<file path="src/rtl/chip8_pkg.sv">
// Shared definitions for the CHIP-8 memory sequencer: op encodings, FSM states, default sizes.
// Ports: none (package only).
// Imported by chip8_mem_seq_if, chip8_mem_seq and the bench.
package chip8_pkg;

   localparam int DEF_ADDR_W   = 12;
   localparam int DEF_NUM_REGS = 16;

   localparam logic [1:0] OP_BCD   = 2'd0;
   localparam logic [1:0] OP_STORE = 2'd1;
   localparam logic [1:0] OP_LOAD  = 2'd2;
   localparam logic [1:0] OP_RSVD  = 2'd3;

   typedef enum logic [2:0] {
      ST_IDLE,
      ST_BCD,
      ST_STORE,
      ST_LD_REQ,
      ST_LD_WB,
      ST_DONE
   } state_e;

endpackage

</file>
<file path="src/rtl/chip8_mem_seq_if.sv">
// Bundle of command, register-file, memory-port and completion signals around the sequencer.
// master: sequencer side (accepts commands, drives reg/mem requests, done, I update).
// slave: environment side (decode stage, register file, memory).
interface chip8_mem_seq_if #(
   parameter int ADDR_W   = chip8_pkg::DEF_ADDR_W,
   parameter int NUM_REGS = chip8_pkg::DEF_NUM_REGS
);
   localparam int REG_AW = $clog2(NUM_REGS);

   logic              cmd_valid;
   logic              cmd_ready;
   logic [1:0]        cmd_op;
   logic [3:0]        cmd_x;
   logic [7:0]        cmd_vx;
   logic [ADDR_W-1:0] cmd_i;

   logic [REG_AW-1:0] reg_rd_addr;
   logic [7:0]        reg_rd_data;
   logic              reg_wr_en;
   logic [REG_AW-1:0] reg_wr_addr;
   logic [7:0]        reg_wr_data;

   logic              mem_read;
   logic [ADDR_W-1:0] mem_read_addr;
   logic [7:0]        mem_read_data;
   logic              mem_read_ack;
   logic              mem_write;
   logic [ADDR_W-1:0] mem_write_addr;
   logic [7:0]        mem_write_data;

   logic              done;
   logic              i_wr_en;
   logic [ADDR_W-1:0] i_wr_data;

   modport master (
      input  cmd_valid, cmd_op, cmd_x, cmd_vx, cmd_i,
      input  reg_rd_data, mem_read_data, mem_read_ack,
      output cmd_ready, reg_rd_addr, reg_wr_en, reg_wr_addr, reg_wr_data,
      output mem_read, mem_read_addr, mem_write, mem_write_addr, mem_write_data,
      output done, i_wr_en, i_wr_data
   );

   modport slave (
      output cmd_valid, cmd_op, cmd_x, cmd_vx, cmd_i,
      output reg_rd_data, mem_read_data, mem_read_ack,
      input  cmd_ready, reg_rd_addr, reg_wr_en, reg_wr_addr, reg_wr_data,
      input  mem_read, mem_read_addr, mem_write, mem_write_addr, mem_write_data,
      input  done, i_wr_en, i_wr_data
   );

endinterface

</file>
<file path="src/rtl/chip8_bcd.sv">
// Combinational 8-bit binary to 3-digit BCD converter (shift-add-3, no divider).
// Ports: bin in 8; hund/tens/ones out 4 each.
// Latency: purely combinational; no handshake.
module chip8_bcd (
   input  logic [7:0] bin,
   output logic [3:0] hund,
   output logic [3:0] tens,
   output logic [3:0] ones
);

   // [19:16] hundreds, [15:12] tens, [11:8] ones, [7:0] binary being shifted in
   logic [19:0] scratch;

   always_comb begin
      scratch = {12'd0, bin};
      for (int b = 0; b < 8; b++) begin
         // Pre-correct any digit >= 5 so the following shift carries into the next decade
         if (scratch[11:8]  >= 4'd5) scratch[11:8]  = scratch[11:8]  + 4'd3;
         if (scratch[15:12] >= 4'd5) scratch[15:12] = scratch[15:12] + 4'd3;
         if (scratch[19:16] >= 4'd5) scratch[19:16] = scratch[19:16] + 4'd3;
         scratch = scratch << 1;
      end
      hund = scratch[19:16];
      tens = scratch[15:12];
      ones = scratch[11:8];
   end

endmodule

</file>
<file path="src/rtl/chip8_mem_seq.sv">
// Multi-cycle sequencer for Fx33 (BCD), Fx55 (store V0..Vx) and Fx65 (load V0..Vx).
// Latency: BCD 3 writes + done; STORE n+1 writes + done; LOAD per byte (ack wait + 1 writeback) + done.
// Backpressure: cmd_ready only in IDLE; memory reads held until mem_read_ack; writes are fire-and-forget.
// Ports: clk, rst_n (async active-low), bus (chip8_mem_seq_if.master).
// Optional feature macro CHIP8_I_INCR_EN: update I to I+n+1 in the done cycle of STORE/LOAD.
module chip8_mem_seq
   import chip8_pkg::*;
#(
   parameter int ADDR_W   = DEF_ADDR_W,
   parameter int NUM_REGS = DEF_NUM_REGS
) (
   input  logic           clk,
   input  logic           rst_n,
   chip8_mem_seq_if.master bus
);

   localparam int REG_AW = $clog2(NUM_REGS);
   // Counter must reach 2 for BCD even when the register file is tiny
   localparam int KW = (REG_AW < 2) ? 2 : REG_AW;
   localparam logic [KW-1:0] N_MAX = KW'(NUM_REGS - 1);

   state_e            state_q, state_d;
   logic [1:0]        op_q, op_d;
   logic [ADDR_W-1:0] i_q, i_d;
   logic [7:0]        vx_q, vx_d;
   logic [KW-1:0]     n_q, n_d;
   logic [KW-1:0]     k_q, k_d;
   logic [7:0]        rdat_q, rdat_d;

   logic [3:0]        bcd_hund, bcd_tens, bcd_ones;
   logic [ADDR_W-1:0] addr_k;

   logic              cmd_ready_c;
   logic [REG_AW-1:0] reg_rd_addr_c;
   logic              reg_wr_en_c;
   logic [REG_AW-1:0] reg_wr_addr_c;
   logic [7:0]        reg_wr_data_c;
   logic              mem_read_c;
   logic [ADDR_W-1:0] mem_read_addr_c;
   logic              mem_write_c;
   logic [ADDR_W-1:0] mem_write_addr_c;
   logic [7:0]        mem_write_data_c;
   logic              done_c;
   logic              i_wr_en_c;
   logic [ADDR_W-1:0] i_wr_data_c;

   chip8_bcd u_bcd (
      .bin  (vx_q),
      .hund (bcd_hund),
      .tens (bcd_tens),
      .ones (bcd_ones)
   );

   // Wraps naturally at ADDR_W bits
   assign addr_k = i_q + ADDR_W'(k_q);

   always_ff @(posedge clk or negedge rst_n) begin
      if (!rst_n) begin
         state_q <= ST_IDLE;
         op_q    <= '0;
         i_q     <= '0;
         vx_q    <= '0;
         n_q     <= '0;
         k_q     <= '0;
         rdat_q  <= '0;
      end else begin
         state_q <= state_d;
         op_q    <= op_d;
         i_q     <= i_d;
         vx_q    <= vx_d;
         n_q     <= n_d;
         k_q     <= k_d;
         rdat_q  <= rdat_d;
      end
   end

   // Outputs are decoded from state only, so an async reset zeroes them immediately
   always_comb begin
      state_d          = state_q;
      op_d             = op_q;
      i_d              = i_q;
      vx_d             = vx_q;
      n_d              = n_q;
      k_d              = k_q;
      rdat_d           = rdat_q;
      cmd_ready_c      = 1'b0;
      reg_rd_addr_c    = '0;
      reg_wr_en_c      = 1'b0;
      reg_wr_addr_c    = '0;
      reg_wr_data_c    = '0;
      mem_read_c       = 1'b0;
      mem_read_addr_c  = '0;
      mem_write_c      = 1'b0;
      mem_write_addr_c = '0;
      mem_write_data_c = '0;
      done_c           = 1'b0;
      i_wr_en_c        = 1'b0;
      i_wr_data_c      = '0;

      case (state_q)
         ST_IDLE: begin
            cmd_ready_c = 1'b1;
            if (bus.cmd_valid) begin
               op_d = bus.cmd_op;
               i_d  = bus.cmd_i;
               vx_d = bus.cmd_vx;
               // Clamp the last index to the physical register file
               n_d  = (int'(bus.cmd_x) > NUM_REGS - 1) ? N_MAX : KW'(bus.cmd_x);
               k_d  = '0;
               case (bus.cmd_op)
                  OP_BCD:   state_d = ST_BCD;
                  OP_STORE: state_d = ST_STORE;
                  OP_LOAD:  state_d = ST_LD_REQ;
                  default:  state_d = ST_DONE;
               endcase
            end
         end

         ST_BCD: begin
            mem_write_c      = 1'b1;
            mem_write_addr_c = addr_k;
            if (k_q == KW'(0))      mem_write_data_c = {4'd0, bcd_hund};
            else if (k_q == KW'(1)) mem_write_data_c = {4'd0, bcd_tens};
            else                    mem_write_data_c = {4'd0, bcd_ones};
            if (k_q == KW'(2)) state_d = ST_DONE;
            else               k_d     = k_q + KW'(1);
         end

         ST_STORE: begin
            reg_rd_addr_c    = k_q[REG_AW-1:0];
            mem_write_c      = 1'b1;
            mem_write_addr_c = addr_k;
            mem_write_data_c = bus.reg_rd_data;
            if (k_q == n_q) state_d = ST_DONE;
            else            k_d     = k_q + KW'(1);
         end

         ST_LD_REQ: begin
            mem_read_c      = 1'b1;
            mem_read_addr_c = addr_k;
            if (bus.mem_read_ack) begin
               rdat_d  = bus.mem_read_data;
               state_d = ST_LD_WB;
            end
         end

         ST_LD_WB: begin
            reg_wr_en_c   = 1'b1;
            reg_wr_addr_c = k_q[REG_AW-1:0];
            reg_wr_data_c = rdat_q;
            if (k_q == n_q) begin
               state_d = ST_DONE;
            end else begin
               k_d     = k_q + KW'(1);
               state_d = ST_LD_REQ;
            end
         end

         ST_DONE: begin
            done_c  = 1'b1;
`ifdef CHIP8_I_INCR_EN
            if (op_q == OP_STORE || op_q == OP_LOAD) begin
               i_wr_en_c   = 1'b1;
               i_wr_data_c = i_q + ADDR_W'(n_q) + ADDR_W'(1);
            end
`else
            // Modern behaviour: I is left untouched
            i_wr_en_c = 1'b0;
`endif
            state_d = ST_IDLE;
         end

         default: state_d = ST_IDLE;
      endcase
   end

   assign bus.cmd_ready      = cmd_ready_c;
   assign bus.reg_rd_addr    = reg_rd_addr_c;
   assign bus.reg_wr_en      = reg_wr_en_c;
   assign bus.reg_wr_addr    = reg_wr_addr_c;
   assign bus.reg_wr_data    = reg_wr_data_c;
   assign bus.mem_read       = mem_read_c;
   assign bus.mem_read_addr  = mem_read_addr_c;
   assign bus.mem_write      = mem_write_c;
   assign bus.mem_write_addr = mem_write_addr_c;
   assign bus.mem_write_data = mem_write_data_c;
   assign bus.done           = done_c;
   assign bus.i_wr_en        = i_wr_en_c;
   assign bus.i_wr_data      = i_wr_data_c;

endmodule

</file>
<file path="src/flat_wrapper.sv">
// flat-port wrapper written by rule: the top's interface ports become plain ports
module chip8_mem_seq_flat import chip8_pkg::*;
#(
   parameter int ADDR_W   = DEF_ADDR_W,
   parameter int NUM_REGS = DEF_NUM_REGS
)
  (clk, rst_n, bus_cmd_valid, bus_cmd_op, bus_cmd_x, bus_cmd_vx, bus_cmd_i, bus_reg_rd_data, bus_mem_read_data, bus_mem_read_ack, bus_cmd_ready, bus_reg_rd_addr, bus_reg_wr_en, bus_reg_wr_addr, bus_reg_wr_data, bus_mem_read, bus_mem_read_addr, bus_mem_write, bus_mem_write_addr, bus_mem_write_data, bus_done, bus_i_wr_en, bus_i_wr_data);
  chip8_mem_seq_if #(.ADDR_W(ADDR_W), .NUM_REGS(NUM_REGS)) bus_i ();
  input  logic clk;
  input  logic rst_n;
  input wire logic [$bits(bus_i.cmd_valid)-1:0] bus_cmd_valid;
  input wire logic [$bits(bus_i.cmd_op)-1:0] bus_cmd_op;
  input wire logic [$bits(bus_i.cmd_x)-1:0] bus_cmd_x;
  input wire logic [$bits(bus_i.cmd_vx)-1:0] bus_cmd_vx;
  input wire logic [$bits(bus_i.cmd_i)-1:0] bus_cmd_i;
  input wire logic [$bits(bus_i.reg_rd_data)-1:0] bus_reg_rd_data;
  input wire logic [$bits(bus_i.mem_read_data)-1:0] bus_mem_read_data;
  input wire logic [$bits(bus_i.mem_read_ack)-1:0] bus_mem_read_ack;
  output wire logic [$bits(bus_i.cmd_ready)-1:0] bus_cmd_ready;
  output wire logic [$bits(bus_i.reg_rd_addr)-1:0] bus_reg_rd_addr;
  output wire logic [$bits(bus_i.reg_wr_en)-1:0] bus_reg_wr_en;
  output wire logic [$bits(bus_i.reg_wr_addr)-1:0] bus_reg_wr_addr;
  output wire logic [$bits(bus_i.reg_wr_data)-1:0] bus_reg_wr_data;
  output wire logic [$bits(bus_i.mem_read)-1:0] bus_mem_read;
  output wire logic [$bits(bus_i.mem_read_addr)-1:0] bus_mem_read_addr;
  output wire logic [$bits(bus_i.mem_write)-1:0] bus_mem_write;
  output wire logic [$bits(bus_i.mem_write_addr)-1:0] bus_mem_write_addr;
  output wire logic [$bits(bus_i.mem_write_data)-1:0] bus_mem_write_data;
  output wire logic [$bits(bus_i.done)-1:0] bus_done;
  output wire logic [$bits(bus_i.i_wr_en)-1:0] bus_i_wr_en;
  output wire logic [$bits(bus_i.i_wr_data)-1:0] bus_i_wr_data;
  assign bus_i.cmd_valid = bus_cmd_valid;
  assign bus_i.cmd_op = bus_cmd_op;
  assign bus_i.cmd_x = bus_cmd_x;
  assign bus_i.cmd_vx = bus_cmd_vx;
  assign bus_i.cmd_i = bus_cmd_i;
  assign bus_i.reg_rd_data = bus_reg_rd_data;
  assign bus_i.mem_read_data = bus_mem_read_data;
  assign bus_i.mem_read_ack = bus_mem_read_ack;
  assign bus_cmd_ready = bus_i.cmd_ready;
  assign bus_reg_rd_addr = bus_i.reg_rd_addr;
  assign bus_reg_wr_en = bus_i.reg_wr_en;
  assign bus_reg_wr_addr = bus_i.reg_wr_addr;
  assign bus_reg_wr_data = bus_i.reg_wr_data;
  assign bus_mem_read = bus_i.mem_read;
  assign bus_mem_read_addr = bus_i.mem_read_addr;
  assign bus_mem_write = bus_i.mem_write;
  assign bus_mem_write_addr = bus_i.mem_write_addr;
  assign bus_mem_write_data = bus_i.mem_write_data;
  assign bus_done = bus_i.done;
  assign bus_i_wr_en = bus_i.i_wr_en;
  assign bus_i_wr_data = bus_i.i_wr_data;
  chip8_mem_seq #(.ADDR_W(ADDR_W), .NUM_REGS(NUM_REGS)) u_core (.clk(clk), .rst_n(rst_n), .bus(bus_i));
endmodule
</file>
<file path="config.mk">
export PLATFORM = sky130hd
export DESIGN_NAME = chip8_mem_seq_flat
export DESIGN_NICKNAME = d
export VERILOG_FILES = /design/src/rtl/chip8_pkg.sv /design/src/rtl/chip8_mem_seq_if.sv /design/src/rtl/chip8_bcd.sv /design/src/rtl/chip8_mem_seq.sv /design/src/flat_wrapper.sv
export SDC_FILE = /design/constraint.sdc
export NUM_CORES = 1
export LEC_CHECK = 0
export CORE_UTILIZATION = 51
export DETAILED_ROUTE_END_ITERATION = 12
export GPL_TIMING_DRIVEN = 1
export MAX_ROUTING_LAYER = met4
export PLACE_DENSITY = 0.87
export SYNTH_ARGS = -nofsm -noshare
export SYNTH_HDL_FRONTEND = slang
export SYNTH_SLANG_ARGS = --single-unit
</file>
<file path="constraint.sdc">
create_clock -name clk -period 12.4 [get_ports clk]
set_clock_uncertainty 0.05 [all_clocks]
set_input_delay 2.48 -clock clk [delete_from_list [all_inputs] [get_ports clk]]
set_output_delay 2.48 -clock clk [all_outputs]
set_load 0.02 [all_outputs]
</file>
# Yosys cells after proc, flatten, opt, wreduce, memory -nomap -nowiden
# Index checks and enable logic that the tools add are counted.
dict set report word_totals {
  register_bits 39
  in_bits 46
  out_inout_bits 66
  word_cells 112
}
dict set report op_classes {
  add_sub_neg 20
  n_lt_le_gt_ge 18
  eq_ne 16
  muxes 42
  reduce_logical 10
}
# cell n
set op_table {}
lappend op_table {{$mux 4} 17}
lappend op_table {{$ge 4x3->1 const B} 15}
lappend op_table {{$add 4x2->4 const B} 11}
lappend op_table {{$mux 3} 12}
lappend op_table {{$mux 12} 2}
lappend op_table {{$mux 8} 2}
lappend op_table {{$pmux 8 s2} 1}
lappend op_table {{$pmux 3 s5} 1}
lappend op_table {{$add 12x4->12} 1}
lappend op_table {{$add 3x2->3 const B} 4}
lappend op_table {{$pmux 4 s3} 1}
lappend op_table {{$pmux 3 s3} 1}
lappend op_table {{$ne 2x2->1 const B} 4}
lappend op_table {{$reduce_and 4->1} 2}
lappend op_table {{$add 1x2->3 const AB} 2}
lappend op_table {{$eq 3x2->1 const B} 2}
lappend op_table {{$eq 3x3->1 const B} 2}
lappend op_table {{$ge 1x3->1 const AB} 2}
lappend op_table {{$mux 1} 5}
lappend op_table {{$add 4x1->4 const B} 1}
lappend op_table {{$eq 4x1->1 const B} 1}
lappend op_table {{$eq 4x2->1 const B} 1}
lappend op_table {{$eq 4x4->1} 1}
lappend op_table {{$logic_not 4->1} 1}
lappend op_table {{11 further kinds} 14}

# Logic depth before layout (Yosys ltp)
dict set report depth {
  ltp_word 17
  ltp_mapped 24
  depth_no_buf 24
}

# Cells and area by module
# From an unflattened synthesis, not the netlist that was laid out.
dict set report unflattened {
  cells_unflattened 406
  hier_area_um2 3669.8
}
# module instances cells_each area_per_inst_um2 seq_area_each_um2
set by_module_without_submodules {}
lappend by_module_without_submodules {chip8_mem_seq 1 272 2700.1 975.9}
lappend by_module_without_submodules {chip8_bcd 1 134 969.7 0.0}

# Least setup slack after synthesis
# OpenSTA, ideal clock, no wires.
dict set report synth_path {
  path_type {register to output}
  startpoint {register u_core.vx_q[6]}
  endpoint {output port bus_mem_write_data[2]}
  arrival_time_ns 4.458
  required_ns 9.870
  setup_slack_ns 5.412
  path_stages_with_launch 23
  n_path_buf 0
  path_cell_list {dfrtp_1 > inv_1 > ha_1 > o21ai_1 > xnor2_2 > ha_1 > nand2b_1 > a32oi_4 > xnor2_2 > inv_2 > ha_1 > nand2b_1 > nand2_1 > o211ai_1 > ha_1 > a31oi_1 > or4_1 > o2111ai_1 > inv_2 > ha_1 > o2bb2ai_1 > nand3_1 > a32o_1}
}
dict set report synth_via {
  elab_chain_cells 15
  elab_cells_between_ends 48
  cone_classes {add/sub (15); order compare (15); mux (18)}
}
# item line_no
set synth_rtl {}
lappend synth_rtl {{from (decl)} chip8_mem_seq.sv:25} ;# logic [7:0] vx_q, vx_d;
lappend synth_rtl {{from (signal assigned)} chip8_mem_seq.sv:70} ;# vx_q <= vx_d;
lappend synth_rtl {{$add 4x2->4 or $ge 4x3->1 (tied branches)} chip8_bcd.sv:18} ;# if (scratch[11:8] >= 4'd5) scratch[11:8] = scratch[11:8] + 4'd3;
lappend synth_rtl {{$mux 4 (*)} chip8_bcd.sv:18}
lappend synth_rtl {{$add 4x2->4 (tied with other cells)} chip8_bcd.sv:18}
lappend synth_rtl {{$mux 4, on equally long branches} {chip8_bcd.sv:18, chip8_bcd.sv:19}}
lappend synth_rtl {{$add 4x2->4 (tied with other cells)} chip8_bcd.sv:18}
lappend synth_rtl {{$mux 4, on equally long branches} {chip8_bcd.sv:18, chip8_bcd.sv:19}}
lappend synth_rtl {{$add 4x2->4 (tied with other cells)} chip8_bcd.sv:18}
lappend synth_rtl {{$mux 4, on equally long branches} {chip8_bcd.sv:18, chip8_bcd.sv:19}}
lappend synth_rtl {{$add 4x2->4 (tied with other cells)} chip8_bcd.sv:19} ;# if (scratch[15:12] >= 4'd5) scratch[15:12] = scratch[15:12] + 4'd3;
lappend synth_rtl {{$mux 4, on equally long branches} {chip8_bcd.sv:19, chip8_bcd.sv:18}}
lappend synth_rtl {{$add 4x2->4 (tied with other cells)} chip8_bcd.sv:19}
lappend synth_rtl {{$mux 4, on equally long branches} {chip8_bcd.sv:19, chip8_bcd.sv:18}}
lappend synth_rtl {{$mux 4} chip8_mem_seq.sv:123} ;# else if (k_q == KW'(1)) mem_write_data_c = {4'd0, bcd_tens};
lappend synth_rtl {{$mux 8 (*)} chip8_mem_seq.sv:122} ;# if (k_q == KW'(0)) mem_write_data_c = {4'd0, bcd_hund};
lappend synth_rtl {{$pmux 8 s2 (*)} chip8_mem_seq.sv:100} ;# case (state_q)
lappend synth_rtl {{to (decl)} flat_wrapper.sv:28} ;# output wire logic [$bits(bus_i.mem_write_data)-1:0] bus_mem_write_data;
# Mark *: on every way between the ends. The rest lies on a longest branch, timed or not.

# Worst setup path in the final report
# Ends and elaborated chain as after synthesis.

==> impl_metrics.csv <==
group,metric,value,unit
run_status,outcome,"finished with violations",
run_status,violations,"DRC",
floorplanning,rows,29,
sta,max-slew-margin-rel,41.3,%
synth,ys_warn_count,0,
floorplanning,die_h,84.8,µm
cells_and_area,area_growth,29.9,%
place,port_buffers,98,
sta,rsz0062_at_grt,"no",
critical_path,critical_path.top_delay_family,"compound AO/OA/AOI/OAI gates",
floorplanning,pin_count,112,
critical_path,cp_slowest_cell,"clkdlybuf4s50_1",
sta,tns,0,ns
floorplanning,coreArea,0.00649,mm²
clock_network,htreeDepth,2,
critical_path,crit-reg2reg-launch,"u_core.state_q[0]",
critical_path,rr_worst_depth,6,
grt,grt_pass1_vias,3165,
grt,grt.overflow.total,0,
clock_network,clk_latency,0.29,ns
synth,avgSynthCellArea,8.57,µm²
critical_path,critPathKind,"register to primary output",
floorplanning,die_area,0.00719,mm²
worst_hold_path,hold-path-cell-count,1,
clock_network,ctsResizeCount,0,
detailed_routing,dr.pass1.iters,8,
floorplanning,initial_core_util,53.9,%
sta,period_needed,8.33,ns
synth,synth_seq_cells,39,
sta,fin_crit_sh,67.2,%
synth,syn-cell-area,0.00350,mm²
grt,antenna_found_initial,0,
sta,max_slew.worst_pin.slew,0.880,ns
clock_network,postCtsSetupRepairBufs,0,
synth,netlist_instances,408,
detailed_routing,via_per_inst,5.65,
critical_path,crit_top_cell,"ha_1",
critical_path,critPathBufInv,3,
grt,grt_pass1_wl,14500,µm
detailed_routing,antenna_left,0,
cells_and_area,n_antenna_cell,0,
cells_and_area,drive_gt1_share,11.2,%
synth,ys.flop_type,"dfrtp_1",
synth,yosys.area.top_type,"dfrtp_1",
critical_path,rr_endpoint,"u_core.rdat_q[1]",
critical_path,worstPathMaxFanout,8,
critical_path,slowest_delay,0.53,ns
synth,ys_seq_area_share,27.9,%
sta,setup_violations,0,
grt,grtUsageTotal,25.4,%
detailed_routing,wl,8500,µm
detailed_routing,drtIter0Drc,231,
sta,slew_violations,0,
clock_network,cts_buffer_depth,2,
clock_network,clkSinkCount,39,
synth,yosys-top-cells-area,"dfrtp_1 28%, mux2_2 9.7%, ha_1 6.8%",
job,maxCapViolations,0,
critical_path,worst_setup_path_end_kind,"primary output",
floorplanning,dieWidth,84.8,µm
grt,grt_max_degree,40,
worst_hold_path,hold_end,"u_core.rdat_q[0]",
critical_path,critPathLaunch,"u_core.vx_q[6]",
critical_path,worstPathArrival,5.80,ns
clock_network,root_buffer,"clkbuf_8",
synth,yosysTopAreaCellShare,27.9,%
detailed_routing,drc,7,
sta,max_freq,120,MHz
synth,synth_edf_count,0,
critical_path,regToRegSetupSlack,10.17,ns
place,gp_congestion,0.893,
place,hpwl,6450,µm
detailed_routing,vias,3249,
detailed_routing,wl_per_cell,14.8,µm
critical_path,crit_chain,"inv_1, ha_1, o21ai_1, xnor2_2, ha_1, nand2b_1, a32oi_4, mux2i_1, o21ai_1, nand2_1, o211ai_1, ha_1, a31oi_1, nand2_1, o2111ai_1, inv_2, ha_1, o2bb2ai_1, nand3_1, a32o_1, clkdlybuf4s50_1",
clock_network,holdBufCountCts,0,
cells_and_area,nNetsFinal,563,
clock_network,tritoncts,"built",
worst_hold_path,min_path_type,"register to register",
worst_hold_path,min_from,"u_core.rdat_q[0]",
sta,finalHoldViolCount,0,
critical_path,start_kind,"register",
clock_network,numCtsBuffers,5,
clock_network,clkTransAtPathRegs,0.07,ns
critical_path,cp.required,9.87,ns
synth,ys_async_sr_fraction,100,%
synth,synth_cell_type_count,66,
-- kinds of logic (layout without fill, tap and decap cells) --
family	Yosys count	count (layout)	share of synthesized area [%]
simple gates	153	153	22.4
fa+ha+maj	20	20	7.37
mux	38	38	12.2
other cells	1	13	0.107
flops	39	39	27.9
xor+xnor	22	22	6.15
compound gates	87	87	17.2
buf+inv	48	126	6.69
-- stage by stage --
stage	hold slack [ns]	utilization (%)	setup slack [ns]	area (µm²)	std cells
floorplan	0.421	-	5.41	3540	420
global placement	0.430	68.7	4.75	4460	567
detailed placement	0.439	68.7	4.47	4460	567
CTS	0.456	70.0	4.11	4550	575
global route	0.478	70.0	3.58	4550	575
finish	0.452	70.0	4.07	4550	575
-- synthesized netlist by cell type (all sizes together), types with 2 or more instances --
master / instances
o21ai: 21
buf: 15
xnor2: 11
xor2: 11
mux2i: 6
clkbuf: 15
o22ai: 4
and3: 6
and2: 23
o311ai: 2
a31oi: 5
a32oi: 4
nor4: 2
inv: 18
nand2: 27
a32o: 2
dfrtp: 39
or3: 3
a21oi: 20
a21o: 4
nand4: 3
o22a: 2
nor3: 5
o2bb2ai: 2
nor3b: 5
nor2: 51
nand3: 9
nor2b: 5
a22oi: 2
o31ai: 2
or4: 2
o211ai: 7
mux2: 32
ha: 19
nand2b: 7
-- cell type report --
cell class / count / area [µm²]
Clock buffer: 7 / 76.3
Clock inverter: 1 / 5.00
Fill cell: 501 / 1950
Inverter: 18 / 67.6
Multi-Input combinational cell: 333 / 2330
Sequential cell: 39 / 976
Tap cell: 77 / 96.3
Timing Repair Buffer: 100 / 991
-- flip-flops by register name, indices dropped and copies added (netlist names) --
register,cells
u_core.vx_q,8
u_core.state_q,3
u_core.k_q,4
u_core.i_q,12
u_core.n_q,4
u_core.rdat_q,8
-- placed cells by master (no fill, tap or decap), drive strengths merged, types with 3 or more instances in the layout --
cell,Yosys,routed
conb,1,13
nor2,51,51
o21ai,21,21
mux2,32,32
nand2b,7,7
and3,6,6
inv,18,18
ha,19,19
xnor2,11,11
nor3b,5,5
clkbuf,15,7
dfrtp,39,39
mux2i,6,6
xor2,11,11
nand4,3,3
a31oi,5,5
nand2,27,27
a21oi,20,20
clkdlybuf4s50,0,97
o22ai,4,4
and2,23,23
o211ai,7,7
a21o,4,4
a32oi,4,4
nor2b,5,5
buf,15,3
nand3,9,9
nor3,5,5
or3,3,3
-- per-layer routing --
layer | vias to the layer above | track usage [%] | wire length [µm]
li1 | 1588 | - | -
met1 | 1541 | 30.4 | 3770
met2 | 110 | 44.1 | 4120
met3 | 10 | 4.86 | 517
met4 | 0 | 6.16 | 89
met5 | - | - | 0
-- how the worst max path moves through the flow --
stage,end,slack [ns],cells after the start
after detailed placement,bus_mem_write_data[2],4.47,23
after global routing,bus_mem_write_data[2],3.58,21
final,bus_mem_write_data[2],4.07,21
after CTS,bus_mem_write_data[2],4.11,23
after global placement,bus_mem_write_data[2],4.75,23
after floorplan,bus_mem_write_data[2],5.41,22
Power is left out: the tool's default activity adds up to more than one toggle a clock period on the data nets, which glitch-free logic cannot reach.
